--- src/rtl/mem_access_stage_if.sv ---
// Data-memory port of the MEM stage: request/ready handshake with byte enables.
interface mem_access_stage_if;
  logic        memReq;
  logic        memWe;
  logic [31:0] memAddr;
  logic [3:0]  memByteEn;
  logic [31:0] memWdata;
  logic [31:0] memRdata;
  logic        memReady;

  modport master (
    output memReq, memWe, memAddr, memByteEn, memWdata,
    input  memRdata, memReady
  );

  modport slave (
    input  memReq, memWe, memAddr, memByteEn, memWdata,
    output memRdata, memReady
  );
endinterface

--- src/rtl/mem_access_stage.sv ---
// Pipeline MEM stage: decodes load/store size, runs the data-memory handshake,
// aligns/extends load data and stalls upstream while an access is outstanding.
module mem_access_stage #(
  parameter int TIMEOUT = 16
) (
  input  logic                      clk,
  input  logic                      reset,
  input  logic                      regWriteFlagInput,
  input  logic                      memReadFlagInput,
  input  logic                      memWriteFlagInput,
  input  logic                      MemToRegInput,
  input  logic [31:0]               IRInput,
  input  logic [31:0]               ResultInput,
  input  logic [31:0]               BInput,
  input  logic [4:0]                regDestAddressInput,
  mem_access_stage_if.master        mem,
  output logic                      stallOut,
  output logic                      regWriteFlagOutput,
  output logic                      MemToRegOutput,
  output logic [31:0]               IROutput,
  output logic [31:0]               ResultOutput,
  output logic [4:0]                regDestAddressOutput,
  output logic                      alignError,
  output logic                      busError
);

  localparam int CW = (TIMEOUT > 2) ? $clog2(TIMEOUT) : 1;

  typedef enum logic [1:0] {IDLE, REQ, DONE} state_t;
  typedef enum logic [1:0] {SZ_BYTE, SZ_HALF, SZ_WORD} size_t;

  state_t        state_q, state_d;
  logic [CW-1:0] wait_cnt_q, wait_cnt_d;
  logic [31:0]   load_data_q, load_data_d;
  logic          abort_q, abort_d;

  logic [5:0]  opcode;
  size_t       size;
  logic        is_unsigned;
  logic        access;
  logic        is_load;
  logic        is_store;
  logic [1:0]  addr_lo;
  logic        misaligned;
  logic [3:0]  store_byte_en;
  logic [31:0] store_wdata;
  logic [31:0] rdata_shifted;
  logic [31:0] load_aligned;

  assign opcode               = IRInput[31:26];
  assign addr_lo              = ResultInput[1:0];
  assign access               = memReadFlagInput | memWriteFlagInput;
  assign is_load              = memReadFlagInput;
  assign is_store             = memWriteFlagInput & ~memReadFlagInput;
  assign IROutput             = IRInput;
  assign regDestAddressOutput = regDestAddressInput;
  assign MemToRegOutput       = MemToRegInput;

  // Unknown opcodes carrying a memory flag fall back to word size.
  always_comb begin
    size        = SZ_WORD;
    is_unsigned = 1'b0;
    case (opcode)
      6'h20, 6'h28: size = SZ_BYTE;
      6'h24: begin
        size        = SZ_BYTE;
        is_unsigned = 1'b1;
      end
      6'h21, 6'h29: size = SZ_HALF;
      6'h25: begin
        size        = SZ_HALF;
        is_unsigned = 1'b1;
      end
      default: size = SZ_WORD;
    endcase
  end

  assign misaligned = ((size == SZ_HALF) && addr_lo[0]) ||
                      ((size == SZ_WORD) && (addr_lo != 2'b00));

  always_comb begin
    store_byte_en = 4'b1111;
    store_wdata   = BInput;
    case (size)
      SZ_BYTE: begin
        store_byte_en = 4'b0001 << addr_lo;
        store_wdata   = {4{BInput[7:0]}};
      end
      SZ_HALF: begin
        store_byte_en = addr_lo[1] ? 4'b1100 : 4'b0011;
        store_wdata   = {2{BInput[15:0]}};
      end
      default: begin
        store_byte_en = 4'b1111;
        store_wdata   = BInput;
      end
    endcase
  end

  // Shifting the word right by the byte offset puts the addressed lane at bit 0.
  assign rdata_shifted = mem.memRdata >> {addr_lo, 3'b000};

  always_comb begin
    load_aligned = mem.memRdata;
    case (size)
      SZ_BYTE: load_aligned = is_unsigned ? {24'h0, rdata_shifted[7:0]}
                                          : {{24{rdata_shifted[7]}}, rdata_shifted[7:0]};
      SZ_HALF: load_aligned = is_unsigned ? {16'h0, rdata_shifted[15:0]}
                                          : {{16{rdata_shifted[15]}}, rdata_shifted[15:0]};
      default: load_aligned = mem.memRdata;
    endcase
  end

  always_ff @(posedge clk or posedge reset) begin
    if (reset) begin
      state_q     <= IDLE;
      wait_cnt_q  <= '0;
      load_data_q <= '0;
      abort_q     <= 1'b0;
    end else begin
      state_q     <= state_d;
      wait_cnt_q  <= wait_cnt_d;
      load_data_q <= load_data_d;
      abort_q     <= abort_d;
    end
  end

  always_comb begin
    state_d            = state_q;
    wait_cnt_d         = wait_cnt_q;
    load_data_d        = load_data_q;
    abort_d            = abort_q;
    stallOut           = 1'b0;
    mem.memReq         = 1'b0;
    mem.memWe          = 1'b0;
    mem.memAddr        = '0;
    mem.memByteEn      = '0;
    mem.memWdata       = '0;
    alignError         = 1'b0;
    busError           = 1'b0;
    regWriteFlagOutput = regWriteFlagInput;
    ResultOutput       = ResultInput;
    case (state_q)
      IDLE: begin
        wait_cnt_d = '0;
        abort_d    = 1'b0;
        if (access) begin
          if (misaligned) begin
            alignError         = 1'b1;
            regWriteFlagOutput = 1'b0;
          end else begin
            stallOut = 1'b1;
            state_d  = REQ;
          end
        end
      end
      REQ: begin
        stallOut      = 1'b1;
        mem.memReq    = 1'b1;
        mem.memWe     = is_store;
        mem.memAddr   = {ResultInput[31:2], 2'b00};
        mem.memByteEn = is_store ? store_byte_en : 4'b1111;
        mem.memWdata  = store_wdata;
        if (mem.memReady) begin
          load_data_d = load_aligned;
          abort_d     = 1'b0;
          state_d     = DONE;
        end else if (wait_cnt_q == CW'(TIMEOUT - 1)) begin
          abort_d = 1'b1;
          state_d = DONE;
        end else begin
          wait_cnt_d = wait_cnt_q + CW'(1);
        end
      end
      DONE: begin
        if (is_load) begin
          ResultOutput = load_data_q;
        end
        if (abort_q) begin
          busError           = 1'b1;
          regWriteFlagOutput = 1'b0;
        end
        state_d = IDLE;
      end
      default: state_d = IDLE;
    endcase
  end

endmodule

--- src/flat_wrapper.sv ---
// flat-port wrapper written by rule: the top's interface ports become plain ports
module mem_access_stage_flat 
#(
  parameter int TIMEOUT = 16
)
  (clk, reset, regWriteFlagInput, memReadFlagInput, memWriteFlagInput, MemToRegInput, IRInput, ResultInput, BInput, regDestAddressInput, stallOut, regWriteFlagOutput, MemToRegOutput, IROutput, ResultOutput, regDestAddressOutput, alignError, busError, mem_memReq, mem_memWe, mem_memAddr, mem_memByteEn, mem_memWdata, mem_memRdata, mem_memReady);
  mem_access_stage_if mem_i ();
  input  logic clk;
  input  logic reset;
  input  logic regWriteFlagInput;
  input  logic memReadFlagInput;
  input  logic memWriteFlagInput;
  input  logic MemToRegInput;
  input  logic [31:0] IRInput;
  input  logic [31:0] ResultInput;
  input  logic [31:0] BInput;
  input  logic [4:0] regDestAddressInput;
  output logic stallOut;
  output logic regWriteFlagOutput;
  output logic MemToRegOutput;
  output logic [31:0] IROutput;
  output logic [31:0] ResultOutput;
  output logic [4:0] regDestAddressOutput;
  output logic alignError;
  output logic busError;
  output wire logic [$bits(mem_i.memReq)-1:0] mem_memReq;
  output wire logic [$bits(mem_i.memWe)-1:0] mem_memWe;
  output wire logic [$bits(mem_i.memAddr)-1:0] mem_memAddr;
  output wire logic [$bits(mem_i.memByteEn)-1:0] mem_memByteEn;
  output wire logic [$bits(mem_i.memWdata)-1:0] mem_memWdata;
  input wire logic [$bits(mem_i.memRdata)-1:0] mem_memRdata;
  input wire logic [$bits(mem_i.memReady)-1:0] mem_memReady;
  assign mem_memReq = mem_i.memReq;
  assign mem_memWe = mem_i.memWe;
  assign mem_memAddr = mem_i.memAddr;
  assign mem_memByteEn = mem_i.memByteEn;
  assign mem_memWdata = mem_i.memWdata;
  assign mem_i.memRdata = mem_memRdata;
  assign mem_i.memReady = mem_memReady;
  mem_access_stage #(.TIMEOUT(TIMEOUT)) u_core (.clk(clk), .reset(reset), .regWriteFlagInput(regWriteFlagInput), .memReadFlagInput(memReadFlagInput), .memWriteFlagInput(memWriteFlagInput), .MemToRegInput(MemToRegInput), .IRInput(IRInput), .ResultInput(ResultInput), .BInput(BInput), .regDestAddressInput(regDestAddressInput), .mem(mem_i), .stallOut(stallOut), .regWriteFlagOutput(regWriteFlagOutput), .MemToRegOutput(MemToRegOutput), .IROutput(IROutput), .ResultOutput(ResultOutput), .regDestAddressOutput(regDestAddressOutput), .alignError(alignError), .busError(busError));
endmodule
--- config.mk ---
export PLATFORM = sky130hd
export DESIGN_NAME = mem_access_stage_flat
export DESIGN_NICKNAME = d
export VERILOG_FILES = /design/src/rtl/mem_access_stage_if.sv /design/src/rtl/mem_access_stage.sv /design/src/flat_wrapper.sv
export SDC_FILE = /design/constraint.sdc
export NUM_CORES = 1
export LEC_CHECK = 0
export CAP_MARGIN = 20
export CORE_MARGIN = 1.5
export CORE_UTILIZATION = 31
export CTS_CLUSTER_DIAMETER = 150
export CTS_CLUSTER_SIZE = 40
export DETAILED_ROUTE_END_ITERATION = 16
export GPL_TIMING_DRIVEN = 0
export HOLD_SLACK_MARGIN = 0.12
export PLACE_DENSITY = 0.89
export RECOVER_POWER = 100
export SKIP_CTS_REPAIR_TIMING = 1
export SLEW_MARGIN = 30
export SYNTH_ARGS = -nofsm -noshare
export SYNTH_HDL_FRONTEND = slang
export SYNTH_SLANG_ARGS = --single-unit
--- constraint.sdc ---
create_clock -name clk -period 1.8 [get_ports clk]
set_input_delay 0.27 -clock clk [delete_from_list [all_inputs] [get_ports clk]]
set_output_delay 0.27 -clock clk [all_outputs]
set_load 0.005 [all_outputs]
Word-level counts from Yosys, hierarchy flattened

Cells that the tools add are included.

Output and inout port bits: 144
Bits in registers: 39

Add/sub/neg operators: 1
Eq/ne operators: 16
Reductions and logical operators: 14
Shift operators: 2
Bitwise logic cells: 3
Multiplexer cells: 39

Operator list:

| kind                  | number |
|---|---|
| $mux W32              | 6 |
| $pmux W32 S2          | 2 |
| $eq A6 B6 Y1 const B  | 6 |
| $shr A32 B5 Y16       | 1 |
| $mux W4               | 5 |
| $pmux W4 S2           | 2 |
| $mux W1               | 15 |
| $mux W2               | 4 |
| $pmux W2 S2           | 2 |
| $ne A2 B2 Y1 const B  | 3 |
| $pmux W1 S2           | 3 |
| $reduce_and A3 Y1     | 2 |
| $reduce_or A3 Y1      | 2 |
| $add A4 B1 Y4 const B | 1 |
| $eq A2 B1 Y1 const B  | 2 |
| $eq A2 B2 Y1 const B  | 2 |
| $eq A4 B4 Y1 const B  | 1 |
| $logic_not A2 Y1      | 2 |
| $reduce_and A2 Y1     | 2 |
| $reduce_bool A2 Y1    | 2 |
| $shl A1 B2 Y4 const A | 1 |
| $ne A3 B2 Y1 const B  | 1 |
| $logic_and A1 B1 Y1   | 2 |
| $ne A2 B1 Y1 const B  | 1 |
| 5 further kinds       | 5 |

Depth between registers and ports, before layout

Gate-level depths: netlist of run 1.

Depth after elaboration: 9
Depth in mapped cells: 7
Depth with buffers taken out: 5

Least setup slack after synthesis of run 1

No wires, ideal clock.

Path type: input port to output port
Start: input port IRInput[27]
End: output port stallOut
Slack: -0.217 ns
Arrival: 1.747 ns
Cell stages on the path: 6
Data required time: 1.530 ns
Path through: or3b_1 clkbuf_1 or3_1 buf_6 a22o_1 o31ai_1

Longest elaborated chain between the ends: 9
Elaborated cells between the ends (all ways): 17

RTL lines:

| element                                      | RTL line                                       | text |
|---|---|---|
| from (decl)                                  | flat_wrapper.sv:14                             | `input logic [31:0] IRInput;` |
| $eq A6 B6 Y1                                 | mem_access_stage.sv:63                         | `case (opcode)` |
| $reduce_or A3 Y1 (no source line)            | n/a                                            |  |
| $pmux W2 S2 (*)                              | mem_access_stage.sv:63                         |  |
| $eq A2 B1 Y1 or $eq A2 B2 Y1 (tied branches) | mem_access_stage.sv:78, mem_access_stage.sv:79 |  |
| $logic_and A1 B1 Y1 (on tied branches)       | mem_access_stage.sv:78, mem_access_stage.sv:79 |  |
| $logic_or A1 B1 Y1 (*)                       | mem_access_stage.sv:78                         | `assign misaligned = ((size == SZ_HALF) && addr_lo[0]) \|\|` |
| $mux W1 (*)                                  | mem_access_stage.sv:148                        | `if (misaligned) begin` |
| $mux W1 (*)                                  | mem_access_stage.sv:147                        | `if (access) begin` |
| $pmux W1 S2 (*)                              | mem_access_stage.sv:143                        | `case (state_q)` |
| to (decl)                                    | flat_wrapper.sv:18                             | `output logic stallOut;` |

Mark *: on every way between the ends. The rest lies on a longest branch, timed or not.

Worst setup path after layout of run 1

Start: input port IRInput[30]
End: output port stallOut

The elaborated chain is that of the path after synthesis.

==> impl_metrics.env, run 1 <==
export IMPL_status="complete, but fails checks"
export IMPL_violations="setup timing"
export IMPL_htree_levels=2
export IMPL_powerDensity_nw_per_um2=641
export IMPL_fin_worst_skew_ps=5.59
export IMPL_hold_path_class="input port to register"
export IMPL_ys_seq_area_share_pct=26.7
export IMPL_synth_flop_cell="dfrtp_1"
export IMPL_max_cap_viol_count=0
export IMPL_synth_edf_count=0
export IMPL_drc_errors=0
export IMPL_vdd_drop_max_mv=0.440
export IMPL_clk_pin_slew_ps=60
export IMPL_io_pins=284
export IMPL_grt_setup_unrepaired="true"
export IMPL_fmax_mhz=452
export IMPL_fin_nets=876
export IMPL_die_y_um=112
export IMPL_synth_seq_cells=39
export IMPL_portBuffers=247
export IMPL_syn_area_per_cell_um2=8.00
export IMPL_end_kind="output port"
export IMPL_firstDrtPassIters=5
export IMPL_cp_slowest_cell="or3b_4"
export IMPL_grt_overflow=0
export IMPL_antenna_cells=0
export IMPL_worstPathCellList="buf_6, or3b_4, or3_4, buf_8, a22o_4, buf_6, o31ai_4, buf_2"
export IMPL_area_growth_synth_to_final_pct=83.4
export IMPL_die_w_um=112
export IMPL_num_vias=4423
export IMPL_crit_type="input port to output port"
export IMPL_drtIter0Drc=204
export IMPL_fin_ws_ps=-411
export IMPL_synth_top_cell_area_share_pct=26.7
export IMPL_power_mw=4.30
export IMPL_synth_most_common_cell="nor2_1"
export IMPL_start_util_pct=31.9
export IMPL_wl_per_cell_um=17.5
export IMPL_syn_area_um2=3650
export IMPL_fin_crit_sh_pct=123
export IMPL_dpl_cell_count=849
export IMPL_cts_path_max_buffers=2
export IMPL_numClockSinks=39
export IMPL_stdcell_count=879
export IMPL_cts_made_buffers=5
export IMPL_ys_types=45
export IMPL_antenna_found_initial=0
export IMPL_drt_wl_total_um=15400
export IMPL_cts_tree="built"
export IMPL_ys_top_cells_by_area="dfrtp_1 (27%), mux2_2 (9.9%), mux2i_1 (9.6%), buf_4 (8.4%), and2_1 (7.0%)"
export IMPL_crit_fanout=4
export IMPL_leakagePower_nw=3.10
export IMPL_gp_congestion=0.898
export IMPL_route_antenna_remaining_nets=0
export IMPL_hold_violations=0
export IMPL_synthesis_instances=457
export IMPL_synth_area_leader_cell="dfrtp_1"
export IMPL_finalMaxSlewViolations=0
export IMPL_grt_max_degree=30
export IMPL_rows=39
export IMPL_crit_arrival_ps=1940
export IMPL_synthTopCellsByCount="nor2_1 (48), a21oi_1 (42), and2_1 (41), buf_4 (41), dfrtp_1 (39)"
export IMPL_final_setup_viol_count=127
export IMPL_fill_cells=1050
export IMPL_cp_slowest_stage_delay_ps=430
export IMPL_tightest_slew_ps=733
export IMPL_min_period_ps=2210
export IMPL_worst_path_most_repeated_cell="buf_6"
export IMPL_grt_pass1_vias=4258
export IMPL_synthArstFlopShare_pct=100
export IMPL_die_area_um2=12500
export IMPL_drive_above_1_share_pct=31.1
export IMPL_synth_warnings=0
export IMPL_grt_pass1_wl_um=22700
export IMPL_clk_latency_ps=280
export IMPL_core_um2=11500
export IMPL_startpoint_type="input port"
export IMPL_timing_slew_headroom_pct=51.1
export IMPL_clockRootBuffer="clkbuf_16"
export IMPL_cp_required_ps=1530
export IMPL_track_usage_pct=23.2
export IMPL_routed_via_density=5.03
export IMPL_dp_hpwl_um=12300
-- final cells by class --
type                    count  area (um2)  area share [%]
repair buffers            271        2400            35.9
multi-input cells         332        2340            35.0
flip-flops and latches     39         976            14.6
plain buffers              75         586            8.74
well taps                 143         179            2.67
clock buffers               5         125            1.87
clock inverters             3        43.8           0.653
inverters                  11        43.8           0.653
-- sequential cells by signal, indices dropped and copies added (netlist names) --
register and flops:
u_core.load_data_q 32, u_core.wait_cnt_q 4, u_core.abort_q 1, u_core.state_q 2
-- path summary, 6_finish.rpt --
check	from	end	slack, ps	depth (start not counted)
worst max-delay path	IRInput[30]	stallOut	-410	8
worst min-delay path	mem_memRdata[23]	u_core.load_data_q[23]$_DFFE_PP0P_	410	3
worst max register to register	u_core.state_q[0]$_DFFE_PP0P_	u_core.load_data_q[13]$_DFFE_PP0P_	-250	6
worst min register to register	u_core.abort_q$_DFFE_PP0P_	u_core.abort_q$_DFFE_PP0P_	500	1
max in group asynchronous	reset	u_core.load_data_q[0]$_DFFE_PP0P_	320	3
min in group asynchronous	reset	u_core.load_data_q[6]$_DFFE_PP0P_	420	2
-- where the power goes --
| group | switching (mW) | internal (mW) | leakage [nW] |
|---|---|---|---|
| clock | 0.371 | 0.654 | 0.0838 |
| sequential | 0.200 | 1.20 | 0.450 |
| combinational | 0.804 | 1.07 | 2.57 |
| total | 1.38 | 2.92 | 3.10 |
-- worst max-delay path: cells and delay by family --
family                 cells  cell delay [ps]
AND/OR/NAND/NOR            2              800
buffers and inverters      4              480
AO/OA/AOI/OAI              2              380
-- cell families (layout without fill, tap and decap cells) --
group                      count (synthesis)  after routing  share of synthesized area, %
muxes                                     68             68                          20.1
AOI/OAI and AO/OA                        109            109                          18.8
and+or+nand+nor                          152            152                          20.5
DFF                                       39             39                          26.7
other                                      1              2                         0.103
adders and majority gates                  1              1                         0.342
buffers and inverters                     87            365                          13.5
-- stage by stage --
step / TNS, ps / utilization, % / hold WS [ps] / setup slack (ps) / instance area (um2)
finish: -25180 / 58.4 / 415 / -411 / 6700
global route: -34250 / 58.4 / 464 / -458 / 6700
CTS: -109280 / 57.1 / 258 / -1630 / 6550
detailed placement: -100760 / 55.6 / 490 / -1630 / 6380
global placement: -107460 / 55.5 / 468 / -1580 / 6360
floorplan: -537 / - / 399 / -132 / 3710
-- cells in the final DEF (no fill, tap or decap), types with 14 or more instances in the layout --
cell	count
clkdlybuf4s50_1	139
buf_4	59
clkbuf_2	50
nor2_1	45
and2_1	39
dfrtp_1	39
dlygate4sd3_1	36
mux2i_1	35
a21oi_1	33
mux2_2	32
nand2_1	26
buf_2	16
o21ai_0	14
-- per-layer routing --
metal,track usage [%],share of wire [%]
met5,0,0
met3,5.61,8.1
met1,27.2,38
met2,42.1,52
met4,6.41,1.8
Power figures use the tool's default switching activity.
==> run 2: changes to the inputs <==
--- a/config.mk
+++ b/config.mk
@@ -7,16 +7,17 @@
 export LEC_CHECK = 0
 export CAP_MARGIN = 20
 export CORE_MARGIN = 1.5
-export CORE_UTILIZATION = 31
+export CORE_UTILIZATION = 25
 export CTS_CLUSTER_DIAMETER = 150
 export CTS_CLUSTER_SIZE = 40
 export DETAILED_ROUTE_END_ITERATION = 16
 export GPL_TIMING_DRIVEN = 0
 export HOLD_SLACK_MARGIN = 0.12
-export PLACE_DENSITY = 0.89
+export PLACE_DENSITY = 0.76
 export RECOVER_POWER = 100
 export SKIP_CTS_REPAIR_TIMING = 1
 export SLEW_MARGIN = 30
 export SYNTH_ARGS = -nofsm -noshare
 export SYNTH_HDL_FRONTEND = slang
 export SYNTH_SLANG_ARGS = --single-unit
+export TNS_END_PERCENT = 10
==> impl_metrics.env, run 2 (synthesized netlist as in run 1, its figures left out) <==
export IMPL_status="complete, but fails checks"
export IMPL_violations="setup timing"
export IMPL_fmax_mhz=446
export IMPL_fin_crit_sh_pct=125
export IMPL_reg2regPathDepth=5
export IMPL_top_regs="u_core.load_data_q (32), u_core.wait_cnt_q (4), u_core.state_q (2)"
export IMPL_area_growth_synth_to_final_pct=95.2
export IMPL_die_w_um=124
export IMPL_num_vias=4470
export IMPL_r2r_setup_slack_ps=-70
export IMPL_crit_fanout=3
export IMPL_htree_levels=2
export IMPL_min_path_cells=3
export IMPL_io_pins=284
export IMPL_antenna_found_initial=0
export IMPL_hold_path_class="input port to register"
export IMPL_fin_worst_skew_ps=7.05
export IMPL_clk_latency_ps=290
export IMPL_switchingPower_mw=1.43
export IMPL_die_y_um=124
export IMPL_power_share_clock_pct=21.1
export IMPL_grt_setup_unrepaired="true"
export IMPL_drc_errors=0
export IMPL_crit_arrival_ps=1970
export IMPL_layout_common_cells="clkdlybuf4s50_1 (98), buf_4 (61), dlymetal6s2s_1 (53)"
export IMPL_vdd_drop_max_mv=0.360
export IMPL_startpoint_type="input port"
export IMPL_timing_slew_headroom_pct=49.6
export IMPL_drt_wl_total_um=16400
export IMPL_crit_type="input port to output port"
export IMPL_fin_ws_ps=-442
export IMPL_hold_violations=0
export IMPL_start_util_pct=25.3
export IMPL_rows=44
export IMPL_cts_made_buffers=5
export IMPL_finalMaxSlewViolations=0
export IMPL_p_seq_share_pct=33.3
export IMPL_clockRootBuffer="clkbuf_16"
export IMPL_cts_path_max_buffers=2
export IMPL_final_common_cell="clkdlybuf4s50_1"
export IMPL_route_antenna_remaining_nets=0
export IMPL_routed_via_density=4.82
export IMPL_end_kind="output port"
export IMPL_grt_overflow=0
export IMPL_stdcell_count=928
export IMPL_max_cap_viol_count=0
export IMPL_p_comb_share_pct=45.6
export IMPL_die_area_um2=15400
export IMPL_firstDrtPassIters=4
export IMPL_dpl_cell_area_um2=6430
export IMPL_largest_reg_flops=32
export IMPL_p_sw_share_pct=33.8
export IMPL_top_register="u_core.load_data_q"
export IMPL_fin_nets=884
export IMPL_wl_per_cell_um=17.7
export IMPL_grt_max_degree=30
export IMPL_numClockSinks=39
export IMPL_portBuffers=247
export IMPL_drtIter0Drc=235
export IMPL_gp_congestion=0.880
export IMPL_cp_required_ps=1530
export IMPL_track_usage_pct=19.3
export IMPL_hold_slack_ps=358
export IMPL_intPower_mw=2.80
export IMPL_final_setup_viol_count=75
export IMPL_leakagePower_nw=3.91
export IMPL_grt_pass1_wl_um=22600
export IMPL_dp_hpwl_um=12500
export IMPL_core_um2=14400
export IMPL_grt_pass1_vias=4124
export IMPL_tightest_slew_ps=756
export IMPL_antenna_cells=0
export IMPL_cts_tree="built"
export IMPL_drive_above_1_share_pct=32.5
export IMPL_clk_pin_slew_ps=60
export IMPL_powerDensity_nw_per_um2=593
export IMPL_design_area_um2=7130
export IMPL_min_period_ps=2240
export IMPL_dpl_cell_count=890
## run 2: cell types whose count changed in the layout (fill, tap and decap cells not counted), sizes merged, moves of 2 or more
| cell | change |
|---|---|
| clkdlybuf4s50 | -41 |
| clkinvlp | +2 |
| buf | +4 |
| dlymetal6s2s | +45 |
## run 2: critical path, stage by stage
cell and delay [ps]:
buf_6 90, or3b_4 420, or3_4 360, buf_12 130
a22o_4 240, buf_6 120, o31ai_4 190, buf_2 140
## run 2: routing by layer
metal  wire length, um  vias up  part of all wire [%]  track usage [%]
met4               242        0                   1.5             3.91
li1                  -     2118                     -                -
met3              1520       16                   9.3             3.62
met5                 0        -                     0                0
met1              6330     2106                    39             23.9
met2              8310      230                    51             35.0
## run 2: stage by stage
| step | power, mW | worst slack, ps | util [%] | TNS [ps] |
|---|---|---|---|---|
| floorplan | 2.24 | -132 | - | -687 |
| global placement | 3.30 | -1560 | 44.4 | -115610 |
| detailed placement | 3.33 | -1520 | 44.6 | -102000 |
| CTS | 4.23 | -1520 | 45.6 | -110240 |
| global route | 4.50 | -473 | 49.5 | -17180 |
| finish | 4.23 | -442 | 49.5 | -9850 |
## run 2: area by class of cell
class,instances,area [um2]
flip-flops and latches,39,976
clock buffers,5,125
well taps,184,230
inverters,11,48.8
clock inverters,3,20.0
repair buffers,280,2700
fillers,1387,7290
multi-input cells,332,2430
plain buffers,74,606
## run 2: final timing paths
| path | startpoint | to |
|---|---|---|
| max in group asynchronous | reset | u_core.load_data_q[8]$_DFFE_PP0P_ |
| hold reg to reg | u_core.abort_q$_DFFE_PP0P_ | u_core.abort_q$_DFFE_PP0P_ |
| setup / recovery | IRInput[30] | stallOut |
| hold / removal | mem_memRdata[15] | u_core.load_data_q[15]$_DFFE_PP0P_ |
| min in group asynchronous | reset | u_core.load_data_q[5]$_DFFE_PP0P_ |
| setup reg to reg | u_core.wait_cnt_q[0]$_DFFE_PP0P_ | u_core.wait_cnt_q[3]$_DFFE_PP0P_ |
## run 2: power by group through the flow
| stage | clock (mW) | combinational (mW) | sequential [mW] |
|---|---|---|---|
| after floorplan | 0 | 0.910 | 1.33 |
| after global placement | 0 | 1.88 | 1.42 |
| after detailed placement | 0 | 1.90 | 1.43 |
| after CTS | 0.902 | 1.92 | 1.41 |
| after global routing | 0.933 | 2.12 | 1.45 |
| final | 0.894 | 1.93 | 1.41 |
==> run 3: changes to the inputs <==
--- a/config.mk
+++ b/config.mk
@@ -5,10 +5,11 @@
 export SDC_FILE = /design/constraint.sdc
 export NUM_CORES = 1
 export LEC_CHECK = 0
+export ABC_CLOCK_PERIOD_IN_PS = 1800
 export CAP_MARGIN = 20
 export CORE_MARGIN = 1.5
 export CORE_UTILIZATION = 25
-export CTS_CLUSTER_DIAMETER = 150
+export CTS_CLUSTER_DIAMETER = 60
 export CTS_CLUSTER_SIZE = 40
 export DETAILED_ROUTE_END_ITERATION = 16
 export GPL_TIMING_DRIVEN = 0
==> results of run 3 <==
No change in the layout: final DEF, timing and power equal those of run 2.
